### config.mk
export PLATFORM = sky130hd
export DESIGN_NAME = csi2_rx_pkt_ctrl
export DESIGN_NICKNAME = d
export VERILOG_FILES = /design/src/rtl/csi2_rx_pkt_ctrl.sv
export SDC_FILE = /design/constraint.sdc
export NUM_CORES = 1
export LEC_CHECK = 0
export CORE_UTILIZATION = 50
export CTS_BUF_LIST = sky130_fd_sc_hd__clkbuf_8
export DETAILED_ROUTE_END_ITERATION = 6
export GPL_TIMING_DRIVEN = 0
export PLACE_DENSITY = 0.82
export SLEW_MARGIN = 20
export SYNTH_ARGS = -nofsm -noshare
export SYNTH_HDL_FRONTEND = slang
export SYNTH_SLANG_ARGS = --single-unit
export TNS_END_PERCENT = 50
### constraint.sdc
create_clock -name clk_i -period 3.7 [get_ports clk_i]
set_input_delay 1.11 -clock clk_i [delete_from_list [all_inputs] [get_ports clk_i]]
set_output_delay 1.11 -clock clk_i [all_outputs]
set_load 0.005 [all_outputs]
### src/rtl/csi2_rx_pkt_ctrl.sv
// csi2_rx_pkt_ctrl: CSI-2 packet sequencer for the D-PHY slave receive path.
// Gates the PHY enable, parses headers, counts payload+CRC bytes and pulses eop_o.
// Ports: clk_i, rst_i (sync, active-high), en_i, rx_clk_present_i, data_i/valid_i,
//   clr_err_i in; phy_enable_o, eop_o, hdr_{valid,vc,dt,wc,ecc}_o,
//   payload_{o,valid_o,last_o}, pkt_cnt_o, err_timeout_o, err_clk_loss_o out.

module csi2_rx_pkt_ctrl #(
  parameter int unsigned TIMEOUT_CYCLES = 1024,
  parameter logic [5:0]  SHORT_DT_MAX   = 6'h0F
) (
  input  logic        clk_i,
  input  logic        rst_i,
  input  logic        en_i,
  input  logic        rx_clk_present_i,
  input  logic [31:0] data_i,
  input  logic        valid_i,
  output logic        phy_enable_o,
  output logic        eop_o,
  output logic        hdr_valid_o,
  output logic [1:0]  hdr_vc_o,
  output logic [5:0]  hdr_dt_o,
  output logic [15:0] hdr_wc_o,
  output logic [7:0]  hdr_ecc_o,
  output logic [31:0] payload_o,
  output logic        payload_valid_o,
  output logic        payload_last_o,
  output logic [15:0] pkt_cnt_o,
  output logic        err_timeout_o,
  output logic        err_clk_loss_o,
  input  logic        clr_err_i
);

  localparam int unsigned TW = $clog2(TIMEOUT_CYCLES + 1);
  localparam logic [TW-1:0] TO_LAST = TW'(TIMEOUT_CYCLES - 1);

  typedef enum logic [1:0] {
    IDLE,
    WAIT_SOT,
    PAYLOAD,
    EOP
  } state_t;

  state_t        state_q;
  state_t        state_d;
  logic [16:0]   rem_q;
  logic [TW-1:0] idle_q;
  logic          clk_loss;
  logic          is_short;
  logic          hdr_take;
  logic          word_take;
  logic          last_word;
  logic          timeout;

  assign is_short     = data_i[5:0] <= SHORT_DT_MAX;
  assign phy_enable_o = state_q != IDLE;
  assign eop_o        = state_q == EOP;

  always_ff @(posedge clk_i) begin
    if (rst_i) state_q <= IDLE;
    else       state_q <= state_d;
  end

  always_comb begin
    state_d   = state_q;
    clk_loss  = !rx_clk_present_i && (state_q != IDLE);
    hdr_take  = 1'b0;
    word_take = 1'b0;
    last_word = 1'b0;
    timeout   = 1'b0;
    unique case (state_q)
      IDLE: begin
        if (en_i && rx_clk_present_i) state_d = WAIT_SOT;
      end
      WAIT_SOT: begin
        if (valid_i) begin
          hdr_take = 1'b1;
          state_d  = is_short ? EOP : PAYLOAD;
        end else if (!en_i) begin
          state_d = IDLE;
        end
      end
      PAYLOAD: begin
        if (valid_i) begin
          word_take = 1'b1;
          if (rem_q <= 17'd4) begin
            last_word = 1'b1;
            state_d   = EOP;
          end
        end else if (idle_q == TO_LAST) begin
          timeout = 1'b1;
          state_d = EOP;
        end
      end
      EOP: begin
        state_d = (en_i && rx_clk_present_i) ? WAIT_SOT : IDLE;
      end
      default: state_d = IDLE;
    endcase
    // Losing the HS clock resets the lane datapath; drop whatever
    // this cycle would have done and go straight back to IDLE.
    if (clk_loss) begin
      state_d   = IDLE;
      hdr_take  = 1'b0;
      word_take = 1'b0;
      last_word = 1'b0;
      timeout   = 1'b0;
    end
  end

  always_ff @(posedge clk_i) begin
    if (rst_i) begin
      hdr_valid_o     <= 1'b0;
      hdr_vc_o        <= '0;
      hdr_dt_o        <= '0;
      hdr_wc_o        <= '0;
      hdr_ecc_o       <= '0;
      payload_o       <= '0;
      payload_valid_o <= 1'b0;
      payload_last_o  <= 1'b0;
      pkt_cnt_o       <= '0;
      err_timeout_o   <= 1'b0;
      err_clk_loss_o  <= 1'b0;
      rem_q           <= '0;
      idle_q          <= '0;
    end else begin
      hdr_valid_o     <= hdr_take;
      payload_valid_o <= word_take;
      payload_last_o  <= last_word;
      if (hdr_take) begin
        hdr_vc_o  <= data_i[7:6];
        hdr_dt_o  <= data_i[5:0];
        hdr_wc_o  <= data_i[23:8];
        hdr_ecc_o <= data_i[31:24];
        // Payload bytes plus the 2-byte CRC; 17 bits so wc=FFFF fits.
        rem_q     <= {1'b0, data_i[23:8]} + 17'd2;
      end else if (word_take) begin
        rem_q <= rem_q - 17'd4;
      end
      if (word_take) payload_o <= data_i;
      if ((hdr_take && is_short) || last_word)
        pkt_cnt_o <= pkt_cnt_o + 16'd1;
      if (state_q != PAYLOAD || valid_i) idle_q <= '0;
      else                               idle_q <= idle_q + 1'b1;
      if (timeout)        err_timeout_o <= 1'b1;
      else if (clr_err_i) err_timeout_o <= 1'b0;
      if (clk_loss && state_q == PAYLOAD) err_clk_loss_o <= 1'b1;
      else if (clr_err_i)                 err_clk_loss_o <= 1'b0;
    end
  end

endmodule

Yosys cells after proc, flatten, opt, wreduce, memory -nomap -nowiden
Index checks and enable logic that the tools add are counted.

Bits in registers: 115. Output and inout port bits: 87. Input port bits: 38. Logic and storage cells: 71.

Equality and inequality tests: 9. Order comparisons: 2. Muxes and demuxes: 27. Add/sub/neg operators: 4. Reductions and logical operators: 15.

Operators with widths (count): $mux W17 (2); $mux W1 (18); $add A16 B2 Y17 const B (1); $le A17 B3 Y1 const B (1); $sub A17 B3 Y17 const B (1); $add A16 B1 Y16 const B (1); $mux W2 (6); $add A11 B1 Y11 const B (1); $eq A11 B10 Y1 const B (1); $ne A3 B3 Y1 const B (3); $pmux W2 S4 (1); $reduce_bool A2 Y1 (4); $le A6 B4 Y1 const B (1); $eq A2 B2 Y1 const B (2); $logic_and A1 B1 Y1 (4); $ne A2 B2 Y1 const B (2); $reduce_and A4 Y1 (1); $reduce_or A2 Y1 (2); $eq A2 B1 Y1 const B (1); $logic_not A2 Y1 (1); $logic_or A1 B1 Y1 (2); $logic_not A1 Y1 (1).

Depth between registers and ports, before layout
Depth in word-level cells: 6. Gate-level depth with buffers: 9. Gate-level depth less buffers: 7.

Least setup slack after synthesis
No wires, ideal clock.

Path kind: in2reg. Start: input port valid_i. End: register pkt_cnt_o[12]. Required time: 3.630 ns. Data arrival time: 2.624 ns. Library setup time: 0.070 ns. Stages on the path: 8. Buffers on the path: 3. Setup slack: 1.006 ns. Cells stage by stage: buf_2 -> and4b_1 -> clkbuf_1 -> nand2_1 -> o32a_1 -> buf_6 -> or4_1 -> a21oi_1.

Cells in the longest elaborated chain, start to end: 5. Elaborated cells between the ends (all ways): 8. Those cells by class: mux: 6; reduce/logical: 2.

RTL lines: from (decl) (RTL line 16) `input logic valid_i,`; $mux W1 (RTL line 75) `if (valid_i) begin`; $mux W1 (RTL line 70) `unique case (state_q)`; $mux W1 (RTL line 101) `if (clk_loss) begin`; $logic_and A1 B1 Y1 (RTL line 140) `if ((hdr_take && is_short) || last_word)`; $logic_or A1 B1 Y1 (*) (RTL line 140); to (signal assigned) (RTL line 141) `pkt_cnt_o <= pkt_cnt_o + 16'd1;`; to (decl) (RTL line 27) `output logic [15:0] pkt_cnt_o,`.

Mark *: on every way between the ends. The rest lies on a longest branch, timed or not. A chain may end at the register's enable or synchronous reset.

Final worst setup path
Start: input port rx_clk_present_i. End: register payload_o[3].

Cells in the longest elaborated chain, start to end: 3.

RTL lines: from (decl) (RTL line 14) `input logic rx_clk_present_i,`; $logic_not A1 Y1 (RTL line 65) `clk_loss = !rx_clk_present_i && (state_q != IDLE);`; $logic_and A1 B1 Y1 (RTL line 65); $mux W1 (RTL line 101); to (signal assigned) (RTL line 139) `if (word_take) payload_o <= data_i;`; to (decl) (RTL line 24) `output logic [31:0] payload_o,`.

Every way passes these cells.

==> run_results.csv <==
group,metric,value,unit
place,place.port_buffers,123,
timing,rsz0062_at_grt,"false",
routing,routed_wl,14500,microns
critical_path,critPathLaunchType,"input pin",
finish,n_antenna_cell,0,
critical_path,critPathCaptureType,"register",
routing,initialDrtViolationCount,258,
synthesis,synth-edff-count,0,
die,die-area,10100,sq um
finish,num-fill-cells,714,
cts,htreeDepth,4,
die,initial_core_util,0.521,
critical_path,reg2regPathDepth,9,
timing,fin_skew,0.0104,ns
routing,wl_per_cell,16.4,microns
routing,viasPerCell,5.63,
global_route,grt_pass1_wl,23200,microns
cts,cts.sinks,115,
critical_path,max_stage_delay,0.59,ns
synthesis,avgSynthCellArea,8.05,sq um
routing,wl_met3,1140,microns
hold_path,min_path_type,"register to register",
global_route,grt_pass1_vias,4958,
cts,root_buffer,"clkbuf_8",
critical_path,critPathArrivalTime,3.33,ns
synthesis,synth_seq_cells,115,
global_route,gr-total-overflow,0,
timing,slew_headroom,0.571,
die,num_rows,35,
routing,ant_nets,0,
die,coreArea,9330,sq um
pwr,leakagePower,0.00221,uW
synthesis,synth_fa_ha_area_frac,0.0129,
die,ioPinCount,125,
synthesis,syn_area,4860,sq um
timing,slew_viol_final,0,
synthesis,synthCells,603,
place,dp_hpwl,10200,microns
synthesis,synth_top_area_share,0.474,
routing,wl_met1,5680,microns
die,die-width,101,microns
synthesis,synth-simple-area-share,0.272,
synthesis,syn_nets,646,
cts,cts.clk_slew.worst_paths,0.08,ns
die,fp.dieH,101,microns
critical_path,required,4.06,ns
critical_path,worstPathCellList,"clkdlybuf4s50_1 > and4b_1 > clkbuf_1 > clkbuf_1 > clkbuf_1 > nand2_1 > a21oi_1",
synthesis,synth_compound_area_frac,0.148,
synthesis,synth-xor-area-share,0.0487,
finish,regArea,2300,sq um
finish,multi_input_area,2370,sq um
routing,drc_errors,0,
cts,cts_hold_buf,0,
cts,clockBufferDepth,2,
cts,cts_made_buffers,17,
cts,worstSkewPairLatency,0.43,ns
synthesis,synthArstFlopShare,0,
pwr,peakVddDrop,301,uV
timing,finalCriticalPeriod,2.97,ns
synthesis,yosysTopAreaCell,"dfxtp_1",
timing,finalSetupTns,0,ns
cts,cts_resized,0,
critical_path,crit_top_cell,"clkbuf_1",
finish,fin_nets,788,
timing,final_hold_viol_count,0,
timing,post-route-period-util,0.804,
synthesis,synth_top_family_by_area,"simple AND/OR/NAND/NOR gates",
cts,cts_setup_buffers,0,
routing,route.met2.wl,7280,microns
finish,final_common_cell,"nand2_1",
synthesis,synth_flop_cell,"dfxtp_1",
routing,num_vias,4996,
timing,tightest_slew,0.644,ns
finish,layout_common_cells,"nand2_1, clkdlybuf4s50_1, dfxtp_1",
critical_path,path_max_fanout,10,
finish,drive_gt1_frac,0.0620,
global_route,grt_antenna_before_repair,0,
global_route,grt_util_all_layers,0.295,
job,maxCapViolCount,0,
routing,first_pass_iters,7,
finish,design_area,6680,sq um
synthesis,muxShareOfSynthArea,0.00670,
routing,routed.top_layer,"met4",
critical_path,cp_slowest_cell,"clkdlybuf4s50_1",
synthesis,synth_top_cells_by_area,"dfxtp_1, nand2_1, a21oi_1",
place,dpl_cell_area,6250,sq um
synthesis,synth_cell_type_count,48,
status,status,"completed",
hold_path,whs_path_depth,2,
pwr,power_density,406,nW/um^2
finish,area_growth,37.6,%
cts,cts_tree,"done",
synthesis,ys_seq_area_frac,0.474,
place,gp_congestion,0.827,
timing,setup_violations,0,
timing,fmax,0.336,GHz
critical_path,worstSetupPathType,"input pin to register",
synthesis,synth_warnings,0,
global_route,grt_max_degree,17,
[cells by family (layout without fill, tap and decap cells)]
group | Yosys count | count (layout)
AO/OA/AOI/OAI | 129 | 129
XOR/XNOR | 27 | 27
adder cells (fa/ha/maj) | 5 | 5
buffers and inverters | 46 | 201
flip-flops | 115 | 115
multiplexers | 3 | 3
AND/OR/NAND/NOR | 278 | 278
[critical path: cells and delay by family]
kind            cells  cell delay (ns)
buf+inv             4             1.71
simple gates        2             0.34
compound gates      1             0.16
[path summary, 6_finish.rpt]
kind,startpoint,endpoint,slack (ns)
worst max-delay path,rx_clk_present_i,payload_o[3],0.73
worst min register to register,payload_o[21],payload_o[21],0.46
worst min-delay path,payload_o[21],payload_o[21],0.46
worst max register to register,rem_q[3],pkt_cnt_o[1],1.30
[metal layers]
metal | vias up | global-route usage
li1 | 2357 | -
met1 | 2376 | 0.327
met2 | 220 | 0.515
met3 | 43 | 0.0929
met4 | 0 | 0.139
met5 | - | 0
[state kept, by name (all words and copies together), names as in the netlist, 2 cells and up, named ones only]
name / cells
hdr_wc_o: 16
payload_o: 32
hdr_dt_o: 6
hdr_vc_o: 2
hdr_ecc_o: 8
idle_q: 11
rem_q: 17
pkt_cnt_o: 16
[synthesized netlist by cell type, types with 7 or more instances]
cell      instances
xnor2_1          14
nor3_1            7
nand2_1         145
a21oi_1          88
nand3_1          18
dfxtp_1         115
or3_1            13
xor2_1           13
o21ai_0          12
nand4_1           9
clkbuf_1         31
nor2_1           39
inv_1             7
[report_power, final]
group / internal, uW / switching, uW
clock: 688 / 579
sequential: 1250 / 11.0
combinational: 86.7 / 99.7
total: 2020 / 690
[area by class of cell]
type | count | share of cell area
Clock inverter | 15 | 0.0296
Timing Repair Buffer | 123 | 0.184
Multi-Input combinational cell | 442 | 0.355
Sequential cell | 115 | 0.345
Clock buffer | 17 | 0.0350
Inverter | 7 | 0.00393
Tap cell | 129 | 0.0242
Buffer | 39 | 0.0236
[stage by stage]
step / instances / hold slack (ns) / util / power (uW) / setup slack (ns)
global route: 887 / 0.479 / 0.716 / 2790 / 0.568
floorplan: 603 / 0.436 / - / 1370 / 1.01
global placement: 855 / 0.441 / 0.670 / 1470 / 0.398
detailed placement: 855 / 0.449 / 0.670 / 1470 / 0.322
finish: 887 / 0.456 / 0.716 / 2710 / 0.726
CTS: 887 / 0.457 / 0.716 / 2720 / 0.752
Power figures use the tool's default switching activity.
